**config.mk**
```make
export PLATFORM = sky130hd
export DESIGN_NAME = demux_1_n_seq
export DESIGN_NICKNAME = d
export VERILOG_FILES = /design/src/rtl/demux_1_n_seq_pkg.sv /design/src/rtl/demux_1_n_seq_chan_reg.sv /design/src/rtl/demux_1_n_seq.sv
export SDC_FILE = /design/constraint.sdc
export NUM_CORES = 1
export LEC_CHECK = 0
export ABC_CLOCK_PERIOD_IN_PS = 6600
export CAP_MARGIN = 30
export CORE_UTILIZATION = 50
export DETAILED_ROUTE_END_ITERATION = 6
export GPL_ROUTABILITY_DRIVEN = 0
export PLACE_DENSITY = 0.9
export SYNTH_ARGS = -nofsm -noshare
export SYNTH_HDL_FRONTEND = slang
export SYNTH_SLANG_ARGS = --single-unit
```
**constraint.sdc**
```tcl
create_clock -name clk -period 6.6 [get_ports clk]
set_input_delay 0.99 -clock clk [delete_from_list [all_inputs] [get_ports clk]]
set_output_delay 0.99 -clock clk [all_outputs]
set_load 0.005 [all_outputs]
```
**src/rtl/demux_1_n_seq_pkg.sv**
```systemverilog
// Shared constants and the round-robin pointer wrap helper for demux_1_n_seq.
package demux_pkg;

    localparam logic MODE_DIRECT = 1'b0;
    localparam logic MODE_RR     = 1'b1;

    // Next round-robin channel index, wrapping from n-1 back to 0.
    function automatic int unsigned rr_wrap(input int unsigned ptr, input int unsigned n);
        return (ptr + 32'd1 >= n) ? 32'd0 : ptr + 32'd1;
    endfunction

endpackage

```
**src/rtl/demux_1_n_seq_chan_reg.sv**
```systemverilog
// One-entry valid/ready holding register for a single demux output channel.
// With DEMUX_1_N_SEQ_IDLE_ZERO_EN defined, data_o reads 0 while the channel is empty.
module demux_chan_reg
    import demux_pkg::*;
#(
    parameter int WIDTH = 8
) (
    input  logic             clk,
    input  logic             rst,
    input  logic             load_i,
    input  logic [WIDTH-1:0] d_i,
    input  logic             ready_i,
    output logic             valid_o,
    output logic [WIDTH-1:0] data_o
);

    logic             valid_q, valid_d;
    logic [WIDTH-1:0] data_q, data_d;

    // A load wins over a drain, so load+drain in one cycle keeps the channel full.
    always_comb begin
        // NOTE: defaults first so every path assigns both signals and no latch is inferred.
        valid_d = valid_q;
        data_d  = data_q;
        if (load_i) begin
            valid_d = 1'b1;
            data_d  = d_i;
        end else if (valid_q && ready_i) begin
            valid_d = 1'b0;
        end
    end

    always_ff @(posedge clk or posedge rst) begin
        if (rst) begin
            valid_q <= 1'b0;
            // NOTE: the data register is reset as well because Y must read 0 after reset.
            data_q  <= '0;
        end else begin
            // NOTE: non-blocking assignments so all state updates see pre-edge values.
            valid_q <= valid_d;
            data_q  <= data_d;
        end
    end

    assign valid_o = valid_q;
`ifdef DEMUX_1_N_SEQ_IDLE_ZERO_EN
    assign data_o = valid_q ? data_q : '0;
`else
    assign data_o = data_q;
`endif

endmodule

```
**src/rtl/demux_1_n_seq.sv**
```systemverilog
// Registered 1:N stream demux with direct or round-robin channel selection.
// Optional idle-output gating: DEMUX_1_N_SEQ_IDLE_ZERO_EN (implemented in demux_chan_reg).
module demux_1_n_seq
    import demux_pkg::*;
#(
    parameter  int WIDTH = 8,
    parameter  int N     = 8,
    localparam int SELW  = $clog2(N)
) (
    input  logic               clk,
    input  logic               rst,
    input  logic [WIDTH-1:0]   D,
    input  logic               D_valid,
    output logic               D_ready,
    input  logic [SELW-1:0]    S,
    input  logic               mode,
    output logic [N*WIDTH-1:0] Y,
    output logic [N-1:0]       Y_valid,
    input  logic [N-1:0]       Y_ready,
    output logic [SELW-1:0]    rr_ptr,
    output logic               sel_err
);

    logic [SELW-1:0] rr_ptr_q, rr_ptr_d;
    logic [SELW-1:0] tgt;
    logic            in_range;
    logic            tgt_free;
    logic            accept;
    logic [N-1:0]    load;
    logic            sel_err_q;

    // An out-of-range target matches no channel, so it stays "free" and the beat is dropped.
    always_comb begin
        tgt      = (mode == MODE_RR) ? rr_ptr_q : S;
        in_range = (32'(tgt) < N);
        tgt_free = 1'b1;
        for (int k = 0; k < N; k++) begin
            if (tgt == SELW'(k)) tgt_free = !Y_valid[k] || Y_ready[k];
        end
        accept = D_valid && tgt_free;
        load   = '0;
        for (int k = 0; k < N; k++) begin
            load[k] = accept && (tgt == SELW'(k));
        end
        rr_ptr_d = rr_ptr_q;
        if (accept && (mode == MODE_RR)) rr_ptr_d = SELW'(rr_wrap(32'(rr_ptr_q), N));
    end

    always_ff @(posedge clk or posedge rst) begin
        if (rst) begin
            rr_ptr_q  <= '0;
            sel_err_q <= 1'b0;
        end else begin
            rr_ptr_q  <= rr_ptr_d;
            sel_err_q <= accept && !in_range;
        end
    end

    for (genvar k = 0; k < N; k++) begin : g_chan
        demux_chan_reg #(
            .WIDTH (WIDTH)
        ) u_chan (
            .clk     (clk),
            .rst     (rst),
            .load_i  (load[k]),
            .d_i     (D),
            .ready_i (Y_ready[k]),
            .valid_o (Y_valid[k]),
            .data_o  (Y[k*WIDTH +: WIDTH])
        );
    end

    assign D_ready = tgt_free;
    assign rr_ptr  = rr_ptr_q;
    assign sel_err = sel_err_q;

endmodule

```
* After elaboration in Yosys (flattened, before gate mapping)
Cells that the tools add are included.
Cells by class: mux-type cells 26, add/sub/neg operators 1, order comparisons 1, reductions and logical operators 43, equal/unequal tests 7
Operator list (number):
- 1-bit 2-to-1 mux | 24
- 1-bit logical AND | 18
- 2-bit nonzero test | 8
- 3-bit == test (second input constant) | 4
- 1-bit logical NOT | 8
- 1-bit logical OR | 8
- 3-bit by 2-bit == test with 1-bit output (second input constant) | 2
- 3-bit 2-to-1 mux | 2
- 3-bit by 1-bit adder with 4-bit output (second input constant) | 1
- 4-bit greater-or-equal comparator (second input constant) | 1
- 3-bit by 1-bit == test with 1-bit output (second input constant) | 1
- 3-bit logical NOT | 1
Word-level totals: bits in registers 75, input port bits 23, output and inout port bits 77, logic and storage cells 95

* Depth between registers and ports, before layout
word-level depth 13, mapped depth 6

* By module
From an unflattened synthesis, not the netlist that was laid out.
Second synthesis, totals: cell total of the unflattened synthesis 238, area total of the unflattened synthesis 3539.6 µm²
By module, submodules not included:
- demux_chan_reg | times used 8, cells each 21, area an instance 372.9 µm²
- demux_1_n_seq | times used 1, cells each 70, area an instance 556.8 µm²

* Worst setup path after synthesis
OpenSTA, ideal clock, no wires.
path kind input-to-output, start in mode, end out D_ready, data required time 5610 ps, arrival time 2326 ps, stages on the path 6, setup slack 3284 ps, cell sequence buf_6 > mux2_4 > mux2_2 > a211oi_4 > and2_1 > nand2_1
On the way: word-level cells in the longest chain between the ends 10, elaborated cells on any way between the ends 17
RTL lines:
- from (decl) | RTL line demux_1_n_seq.sv:16 | input logic mode,
- 3-bit 2-to-1 mux * | RTL line demux_1_n_seq.sv:34 | tgt = (mode == MODE_RR) ? rr_ptr_q : S;
- 3-bit logical NOT | RTL line demux_1_n_seq.sv:38 | if (tgt == SELW'(k)) tgt_free = !Y_valid[k] || Y_ready[k];
- 1-bit 2-to-1 mux (7 in a row) | RTL line demux_1_n_seq.sv:38
- 1-bit 2-to-1 mux * | RTL line demux_1_n_seq.sv:38
- to (decl) | RTL line demux_1_n_seq.sv:14 | output logic D_ready,
Mark *: on every way between the ends. The rest lies on a longest branch, timed or not.

* Worst setup path after layout
Same ends and word-level chain as after synthesis.

==> summary.txt <==
Clock network
  • Cts bufs inserted: 9
  • H-tree lvl count: 3
  • Root buf cell: clkbuf_8
  • Clock latency on the worst-skew pair: 330 ps
  • CTS Buffer Depth: 2
  • Hold-fix buffers, CTS: 0
  • Reg clk slew, reported paths: around 70 ps
  • Clock sink total: 75
  • CTS tree: built
  • Cts repair resizes: 0
  • Post-CTS Setup Bufs: 0

Placed design
  • Dpl ws: roughly 2100 ps
  • Port Buf Inserts: 98
  • Hpwl dp: 5.094 mm

Finish
  • Area Growth Syn to Fin: 37.31%
  • Register area: 0.001877 mm^2
  • Multi-input logic area: 0.001229 mm^2
  • Most frequent cells in the layout: clkdlybuf4s50_1 (98), dfrtp_1 (75), mux2_2 (67)
  • Final #Nets: 338
  • # fillers: 400
  • Commonest non-fill, non-tap cell in the layout: clkdlybuf4s50_1
  • Share of cells above drive strength 1: 0.3019
  • # diodes: 0

Yosys
  • FF+latch count, synth: 75
  • Post-Syn Instances: 215
  • Syn avg cell area: 14.86 um^2
  • Cell taking the most area after synthesis: dfrtp_1
  • Area share of the largest cell type after synthesis: 0.5873
  • Ranking of synthesized cells by area: dfrtp_1 (59%), mux2_2 (24%), buf_4 (2.1%)
  • Netlist cell types: 35
  • Ys Warns: 0
  • Synth Cell Area: roughly 0.0032 mm^2
  • Post-synth net total: 239
  • Sequential fraction of the synthesis area: 0.5873

Timing
  • Worst-Margin Slew: ~910 ps
  • Maximum clock rate: 0.2195 GHz
  • Tmin final: between 4000 and 5000 ps
  • RSZ-0062 raised after global routing: no
  • Fin worst setup slack: 2045 ps
  • TNS Setup: 0 ps
  • Clk_skew: 8.272 ps
  • Final Slew Violations: 0
  • Final critical-path share of the clock period: 0.6902
  • Setup violations, final: 0
  • Rel. slew slack: 0.3901
  • Fin. Hold Viols: 0

Floorplanning
  • Chip width: 81.95 um
  • IO Pins: 100
  • Std cell rows: 28
  • Core Region: 0.006026 mm^2
  • Die H: 81.95 um
  • Die area: approximately 0.0067 mm^2
  • Initial Utilization: 0.5303

Run status
  • Status: finished clean

Global routing
  • Total global-route track usage: 0.2238
  • Initial antenna violation count: 0
  • Vias in the first global route: 2,200
  • First-pass GRT wire length: 10.93 mm
  • Pin count of the biggest net entering global routing: 76
  • Congestion Overflow GR: 0

Critical path
  • Crit end category: output port
  • Crit path max fanout: 10
  • Crit path required time: 5610 ps
  • Setup CP Type: in -> out
  • Worst EP arrival: between 3000 and 4000 ps
  • Critical Path Source Type: primary input

Route
  • 1st-pass router iterations: 4
  • Vias per cell: 5.473
  • DR DRC count: 0
  • Vias: approximately 2,200
  • Drt total wl: 7.051 mm
  • Initial detailed-routing violation count: 88
  • WL/cell: 17.94 um
  • Post-route ant nets: 0

Flow run
  • Max-Cap Viols: 0

Worst hold path
  • HP Class: reg -> reg

Pwr
  • Power density cells: between 400 and 500 mW/mm^2
  • VDD IR max: 0.3302 mV
  • Leakage: 1.859 nW
  • Total power draw: 1.949 mW
## stage by stage
stage	hold slack, ps	std cells	util	instance area, um^2
after floorplan	470.3	215	-	3196
after global placement	488.2	378	0.6962	4195
after detailed placement	494.9	378	0.6962	4195
after CTS	513.0	393	0.7282	4388
after global routing	517.2	393	0.7282	4388
final	511.9	393	0.7282	4388
## logic make-up (layout without fill, tap and decap cells)
family | Yosys count | after routing | synth area share
muxes | 73 | 73 | 0.2619
adders and majority gates | 1 | 1 | 0.003915
buffers and inverters | 13 | 116 | 0.02819
other | 1 | 1 | 0.001174
DFF | 75 | 75 | 0.5873
and+or+nand+nor | 36 | 36 | 0.06226
AOI/OAI and AO/OA | 16 | 16 | 0.05521
## worst max-delay path, stage by stage
cell and delay (ps):
clkdlybuf4s50_1 780, mux2_4 380, mux2_2 320, a211oi_4 370
and2_1 220, nand2_1 60, clkdlybuf4s50_1 440
## flip-flops by register name, indices dropped and copies added, names as in the netlist
register / cells
rr_ptr: 3
g_chan.u_chan.valid_o: 8
g_chan.u_chan.data_o: 64
## cells in the mapped netlist
cell,number
a22o_1,1
nand2_1,10
a211oi_2,1
nor4_1,1
a31oi_1,2
clkbuf_1,1
nand4_1,3
a2111oi_4,2
buf_4,9
buf_6,1
dfrtp_1,75
a21o_1,1
mux2i_1,3
ha_1,1
a311o_1,1
or2_2,3
o21ai_0,2
a32o_1,1
conb_1,1
nand2b_1,5
a21oi_2,2
inv_1,2
and4_1,2
and2_1,1
nand3_1,3
mux2i_4,1
a211oi_4,1
a21oi_1,1
mux2_2,67
mux2_4,2
o31ai_1,1
nor3_1,1
nor2b_1,4
nor3_2,1
nor2_1,2
## cell type report
type | instances | area share
multi-input combinational | 127 | 0.2800
sequential | 75 | 0.4277
inverter | 2 | 0.001711
timing repair buffer | 99 | 0.2253
tap | 75 | 0.02139
clock inverter | 4 | 0.01169
clock buffer | 11 | 0.03222
## layer usage
metal,part of all wire,vias to the layer above,track usage
met5,0,-,0
met4,0.0088,0,0.05789
met3,0.099,13,0.09556
met2,0.50,95,0.3777
met1,0.40,1080,0.2610
li1,-,963,-
## path summary, 6_finish.rpt
kind                                            startpoint                    endpoint  slack, ps  cells past startpoint
min in group asynchronous                              rst    g_chan[7].u_chan.valid_o       1240                      3
worst min register to register  g_chan[4].u_chan.data_o[0]  g_chan[4].u_chan.data_o[0]        510                      1
worst min-delay path            g_chan[4].u_chan.data_o[0]  g_chan[4].u_chan.data_o[0]        510                      1
max in group asynchronous                              rst  g_chan[7].u_chan.data_o[5]       4750                      3
worst max-delay path                                  mode                     D_ready       2040                      7
worst max register to register                   rr_ptr[1]  g_chan[0].u_chan.data_o[3]       4030                      5
## where the power goes
| part | switching, mW | leakage, nW | total [mW] | internal, mW |
|---|---|---|---|---|
| Combinational | 0.270 | 0.836 | 0.824 | 0.553 |
| Sequential | 0.123 | 0.928 | 0.786 | 0.663 |
| Clock | 0.157 | 0.0954 | 0.340 | 0.183 |
| Total | 0.550 | 1.86 | 1.95 | 1.40 |
No activity file was read; power rests on OpenSTA's default activity.
